--- config.mk ---
export PLATFORM = sky130hd
export DESIGN_NAME = inst_fetch_queue_flat
export DESIGN_NICKNAME = d
export VERILOG_FILES = /design/src/rtl/inst_fetch_queue_if.sv /design/src/rtl/inst_fetch_queue.sv /design/src/flat_wrapper.sv
export SDC_FILE = /design/constraint.sdc
export NUM_CORES = 1
export LEC_CHECK = 0
export BUFFER_PORTS_ARGS = -buffer_cell sky130_fd_sc_hd__clkbuf_2
export CAP_MARGIN = 20
export CORE_MARGIN = 5
export CORE_UTILIZATION = 40
export CTS_CLUSTER_SIZE = 12
export DETAILED_ROUTE_END_ITERATION = 10
export GPL_ROUTABILITY_DRIVEN = 0
export GPL_TIMING_DRIVEN = 0
export PLACE_DENSITY = 0.6
export SYNTH_ARGS = -nofsm -noshare
export SYNTH_HDL_FRONTEND = slang
export SYNTH_SLANG_ARGS = --single-unit
export TNS_END_PERCENT = 20
--- constraint.sdc ---
create_clock -name clk -period 3.4 [get_ports clk]
set_input_delay 0.68 -clock clk [delete_from_list [all_inputs] [get_ports clk]]
set_output_delay 0.68 -clock clk [all_outputs]
set_load 0.05 [all_outputs]
--- src/rtl/inst_fetch_queue_if.sv ---
// Fetch-queue handshake bundle: instruction-memory port, decode redirect, and the
// head entry presented to the IF/ID register.
interface inst_fetch_queue_if;
   logic        mem_req;
   logic [31:0] mem_addr;
   logic        mem_valid;
   logic [31:0] mem_rdata;
   logic        redirect;
   logic [31:0] redirect_pc;
   logic        IF_ID_write;
   logic        valid_out;
   logic [31:0] inst_out;
   logic [31:0] pc_plus4_out;

   modport slave (
      output mem_req, mem_addr, valid_out, inst_out, pc_plus4_out,
      input  mem_valid, mem_rdata, redirect, redirect_pc, IF_ID_write
   );

   modport master (
      input  mem_req, mem_addr, valid_out, inst_out, pc_plus4_out,
      output mem_valid, mem_rdata, redirect, redirect_pc, IF_ID_write
   );
endinterface

--- src/rtl/inst_fetch_queue.sv ---
// Instruction fetch engine with a single outstanding memory request feeding a
// DEPTH-entry circular queue of {instruction, pc+4} toward decode.
module inst_fetch_queue #(
   parameter int          DEPTH    = 4,
   parameter logic [31:0] RESET_PC = 32'h0000_0000
) (
   input  logic               clk,
   input  logic               rst,
   inst_fetch_queue_if.slave  bus
);

   localparam int PTR_W = $clog2(DEPTH);
   localparam int CNT_W = PTR_W + 1;

   typedef enum logic [1:0] {
      IDLE    = 2'd0,
      REQ     = 2'd1,
      DISCARD = 2'd2
   } state_t;

   state_t             r_state;
   state_t             w_next_state;
   logic [31:0]        r_fetch_pc;
   logic [31:0]        w_fetch_pc_nxt;
   logic [31:0]        r_req_addr;
   logic [31:0]        w_req_addr_nxt;
   logic [PTR_W-1:0]   r_head;
   logic [PTR_W-1:0]   r_tail;
   logic [CNT_W-1:0]   r_count;
   logic [31:0]        r_inst [DEPTH];
   logic [31:0]        r_pc4  [DEPTH];
   logic               w_push;
   logic               w_pop;
   logic               w_empty;
   logic               w_full;

   assign w_empty = (r_count == '0);
   assign w_full  = (r_count == CNT_W'(DEPTH));
   assign w_pop   = !w_empty && bus.IF_ID_write;

   always_ff @(posedge clk or posedge rst) begin
      if (rst) begin
         r_state    <= IDLE;
         r_fetch_pc <= RESET_PC;
         r_req_addr <= RESET_PC;
      end else begin
         r_state    <= w_next_state;
         r_fetch_pc <= w_fetch_pc_nxt;
         r_req_addr <= w_req_addr_nxt;
      end
   end

   // r_req_addr is latched at issue so a redirect during DISCARD leaves the bus address intact
   always_comb begin
      w_next_state   = r_state;
      w_fetch_pc_nxt = r_fetch_pc;
      w_req_addr_nxt = r_req_addr;
      w_push         = 1'b0;
      case (r_state)
         IDLE: begin
            if (bus.redirect) begin
               w_fetch_pc_nxt = bus.redirect_pc;
            end else if (!w_full) begin
               w_next_state   = REQ;
               w_req_addr_nxt = r_fetch_pc;
            end
         end
         REQ: begin
            if (bus.redirect) begin
               w_fetch_pc_nxt = bus.redirect_pc;
               w_next_state   = bus.mem_valid ? IDLE : DISCARD;
            end else if (bus.mem_valid) begin
               w_push         = 1'b1;
               w_fetch_pc_nxt = r_fetch_pc + 32'd4;
               w_next_state   = IDLE;
            end
         end
         DISCARD: begin
            if (bus.redirect) begin
               w_fetch_pc_nxt = bus.redirect_pc;
            end
            if (bus.mem_valid) begin
               w_next_state = IDLE;
            end
         end
         default: begin
            w_next_state = IDLE;
         end
      endcase
   end

   // Redirect flushes the whole queue and wins over any push/pop in the same cycle
   always_ff @(posedge clk or posedge rst) begin
      if (rst) begin
         r_head  <= '0;
         r_tail  <= '0;
         r_count <= '0;
      end else if (bus.redirect) begin
         r_head  <= '0;
         r_tail  <= '0;
         r_count <= '0;
      end else begin
         if (w_push) begin
            r_tail <= r_tail + PTR_W'(1);
         end
         if (w_pop) begin
            r_head <= r_head + PTR_W'(1);
         end
         case ({w_push, w_pop})
            2'b10:   r_count <= r_count + CNT_W'(1);
            2'b01:   r_count <= r_count - CNT_W'(1);
            default: r_count <= r_count;
         endcase
      end
   end

   always_ff @(posedge clk) begin
      if (w_push) begin
         r_inst[r_tail] <= bus.mem_rdata;
         r_pc4[r_tail]  <= r_req_addr + 32'd4;
      end
   end

   assign bus.mem_req      = (r_state == REQ) || (r_state == DISCARD);
   assign bus.mem_addr     = r_req_addr;
   assign bus.valid_out    = !w_empty;
   assign bus.inst_out     = w_empty ? 32'h0 : r_inst[r_head];
   assign bus.pc_plus4_out = w_empty ? 32'h0 : r_pc4[r_head];

endmodule

--- src/flat_wrapper.sv ---
// flat-port wrapper written by rule: the top's interface ports become plain ports
module inst_fetch_queue_flat 
#(
   parameter int          DEPTH    = 4,
   parameter logic [31:0] RESET_PC = 32'h0000_0000
)
  (clk, rst, bus_mem_req, bus_mem_addr, bus_valid_out, bus_inst_out, bus_pc_plus4_out, bus_mem_valid, bus_mem_rdata, bus_redirect, bus_redirect_pc, bus_IF_ID_write);
  inst_fetch_queue_if bus_i ();
  input  logic clk;
  input  logic rst;
  output wire logic [$bits(bus_i.mem_req)-1:0] bus_mem_req;
  output wire logic [$bits(bus_i.mem_addr)-1:0] bus_mem_addr;
  output wire logic [$bits(bus_i.valid_out)-1:0] bus_valid_out;
  output wire logic [$bits(bus_i.inst_out)-1:0] bus_inst_out;
  output wire logic [$bits(bus_i.pc_plus4_out)-1:0] bus_pc_plus4_out;
  input wire logic [$bits(bus_i.mem_valid)-1:0] bus_mem_valid;
  input wire logic [$bits(bus_i.mem_rdata)-1:0] bus_mem_rdata;
  input wire logic [$bits(bus_i.redirect)-1:0] bus_redirect;
  input wire logic [$bits(bus_i.redirect_pc)-1:0] bus_redirect_pc;
  input wire logic [$bits(bus_i.IF_ID_write)-1:0] bus_IF_ID_write;
  assign bus_mem_req = bus_i.mem_req;
  assign bus_mem_addr = bus_i.mem_addr;
  assign bus_valid_out = bus_i.valid_out;
  assign bus_inst_out = bus_i.inst_out;
  assign bus_pc_plus4_out = bus_i.pc_plus4_out;
  assign bus_i.mem_valid = bus_mem_valid;
  assign bus_i.mem_rdata = bus_mem_rdata;
  assign bus_i.redirect = bus_redirect;
  assign bus_i.redirect_pc = bus_redirect_pc;
  assign bus_i.IF_ID_write = bus_IF_ID_write;
  inst_fetch_queue #(.DEPTH(DEPTH), .RESET_PC(RESET_PC)) u_core (.clk(clk), .rst(rst), .bus(bus_i));
endmodule
==> run_results.csv <==
group,metric,value,unit
status,outcome,"finished clean",
worst_setup_path,cp-end-kind,"output port",
flow_run,maxCapViolations,0,
logic_synthesis,synthArstFlopShare,22.2,%
timing,grt_setup_unrepaired,"true",
logic_synthesis,yosys_warnings,0,
clock_tree,hold_buffers,0,
worst_setup_path,timing.rr.end,"u_core.r_fetch_pc[16]$_DFFE_PP0P_",
routing,drtIter0Drc,539,
floorplanning,die_area,0.0389,mm²
timing,tightest_slew,0.889,ns
power_and_ir_drop,p_total,16.3,mW
place,port_buffers,165,
clock_tree,cts_tree,"done",
routing,vias,8389,
timing,fin_hold_ws,0.178,ns
final_layout,final_nets,1185,
clock_tree,insertion_delay,0.52,ns
worst_setup_path,critPathLaunch,"u_core.r_head[0]$_DFFE_PP0P_",
global_routing,grt_overflow_total,0,
timing,worst_slack,0.128,ns
timing,hold_viol,0,
global_routing,grt_pass1_wl,49.9,mm
timing,timing.fmax,0.306,GHz
floorplanning,start_util,40.5,%
logic_synthesis,ys_seq_area_share,67.8,%
worst_setup_path,path_class,"reg2out",
worst_setup_path,critPathTopFamily,"buffers and inverters",
worst_setup_path,worstPathCellList,"buf_2 -> buf_2 -> mux4_2 -> and2_1 -> clkbuf_2",
final_layout,synthToLayoutAreaGrowth,19.5,%
routing,drc_errors,0,
worst_setup_path,cp.required,2.72,ns
place,dp_hpwl,21.5,mm
global_routing,antenna_found_initial,0,
worst_setup_path,path_buf_inv,3,
floorplanning,ios,167,
final_layout,antennaDiodeCount,0,
worst_setup_path,r2r.worst_path.cells,8,
timing,post-route-min-period,3.27,ns
timing,setup_viol,0,
timing,fin_tns_setup,0,ns
worst_setup_path,worstPathArrival,2.59,ns
clock_tree,cts_sinks,329,
routing,detail_route.vias_per_cell,5.29,
timing,relSlewSlack,40.8,%
clock_tree,cts_repair_resize_count,7,
worst_setup_path,path_max_fanout,10,
power_and_ir_drop,ir_worst_vdd,0.000815,V
routing,wl,31.8,mm
clock_tree,clk_path_buf_depth,3,
worst_setup_path,worstReg2RegStart,"u_core.r_state[1]$_DFFE_PP0P_",
logic_synthesis,syn_inst,895,
place,pre_cts_ws,0.417,ns
final_layout,utilization,48.4,%
clock_tree,clkSlewWorstSetupHoldPaths,0.06,ns
routing,ant_nets,0,
global_routing,grt_pass1_vias,8519,
clock_tree,root_buffer,"clkbuf_16",
clock_tree,cts_buffers,37,
power_and_ir_drop,power_density,975,mW/mm²
worst_setup_path,crit_cells,5,
worst_hold_path,hold_path.class,"in2async",
logic_synthesis,syn_nets,976,
floorplanning,die_h,197,µm
floorplanning,core,0.0346,mm²
logic_synthesis,ys_types,59,
timing,finClkSkew,0.0124,ns
timing,post-route-period-util,96.2,%
worst_setup_path,crit_slowest_cell,"mux4_2",
global_routing,grt_usage,16.2,%
logic_synthesis,ys.flop_type,"edfxtp_1",
logic_synthesis,synth_area,0.0140,mm²
floorplanning,die_width,197,µm
worst_setup_path,cp_common_cell,"buf_2",
floorplanning,num_rows,68,
power_and_ir_drop,p_leak,6.05,nW
logic_synthesis,synth_area_per_cell,15.7,µm²
clock_tree,htreeDepth,2,
global_routing,grt_max_degree,47,
routing,dr.pass1.iters,5,
logic_synthesis,ys_ff_latch,329,
logic_synthesis,synth-edff-count,256,
clock_tree,cts_setup_buffers,0,
worst_setup_path,worstSetupStartpointType,"flop",
final_layout,drive_above_1_share,30.3,%
routing,drt-wirelength-per-cell,20.1,µm
worst_setup_path,slowest_delay,0.56,ns
timing,slew_viol_final,0,
worst_setup_path,ff2ff_setup_slack,0.80,ns
## area by class of cell
| cell class | count | area (µm²) |
|---|---|---|
| Buffer | 45 | 211 |
| Clock buffer | 49 | 971 |
| Clock inverter | 17 | 209 |
| Fill cell | 2997 | 17900 |
| Inverter | 11 | 43.8 |
| Multi-Input combinational cell | 510 | 4280 |
| Sequential cell | 329 | 9510 |
| Tap cell | 455 | 569 |
| Timing Repair Buffer | 170 | 956 |
## logic make-up (layout without fill, tap and decap cells)
logic type	Yosys count	in the layout	share of synthesized area, %
flops	329	329	67.8
simple gates	289	289	11.4
compound gates	100	100	4.67
mux	77	77	11.3
buf+inv	56	292	1.72
xor+xnor	32	32	2.00
fa+ha+maj	12	12	1.12
## where the power goes
group	switching (mW)	internal, mW
registers	0.692	5.14
logic	4.65	1.99
clock network	1.55	2.33
total	6.89	9.46
## cell usage in the layout (no fill, tap or decap), types with 30 or more instances in the layout
cell type / n
dfrtp_1: 73
clkbuf_1: 34
edfxtp_1: 256
nand2_1: 104
and2_1: 66
mux4_2: 64
clkbuf_2: 172
clkbuf_16: 37
a21oi_1: 30
## sequential cells by signal, indices dropped and copies added, names as in the netlist
signal and count:
u_core.bus.mem_addr 32, u_core.r_state 2, u_core.r_inst 128, u_core.r_count 3, u_core.r_head 2, u_core.r_fetch_pc 32, u_core.r_pc4 128, u_core.r_tail 2
## worst max-delay path by stage
stage	slack, ns	end
2_1_floorplan	0.30	u_core.r_inst[0][0]$_DFFE_PP_
3_3_place_gp	-1.18	u_core.r_inst[1][4]$_DFFE_PP_
3_5_place_dp	0.42	bus_pc_plus4_out[23]
4_1_cts	0.004	bus_inst_out[29]
5_1_grt	-0.07	bus_pc_plus4_out[23]
6_report	0.13	bus_inst_out[6]
## per-stage QoR
step / instance area [µm²] / instances
finish: 16800 / 1586
global route: 16800 / 1586
CTS: 16800 / 1586
detailed placement: 15600 / 1520
global placement: 15400 / 1515
floorplan: 14000 / 895
## synth_stat cells (10+ instances only)
| cell | count | share of area, % |
|---|---|---|
| nor3_1 | 11 | 0.39 |
| nand3_1 | 24 | 0.86 |
| a21oi_1 | 30 | 1.1 |
| buf_2 | 13 | 0.46 |
| xnor2_1 | 24 | 1.5 |
| mux2_2 | 11 | 0.88 |
| edfxtp_1 | 256 | 55 |
| nand2_1 | 104 | 2.8 |
| clkbuf_1 | 28 | 0.75 |
| and2_1 | 70 | 3.1 |
| dfrtp_1 | 73 | 13 |
| ha_1 | 11 | 0.98 |
| nand4_1 | 10 | 0.45 |
| nor2_1 | 20 | 0.54 |
| inv_1 | 10 | 0.27 |
| mux4_2 | 64 | 10 |
| o21ai_0 | 23 | 0.82 |
## layer usage
metal  global-route usage, %  vias to the layer above  share of wire, %
li1                        -                     3872                 -
met1                    23.2                     4210                45
met2                    25.9                      259                47
met3                    3.24                       48               6.4
met4                    3.95                        0               1.9
met5                       0                        -                 0
Power figures use the tool's default switching activity.
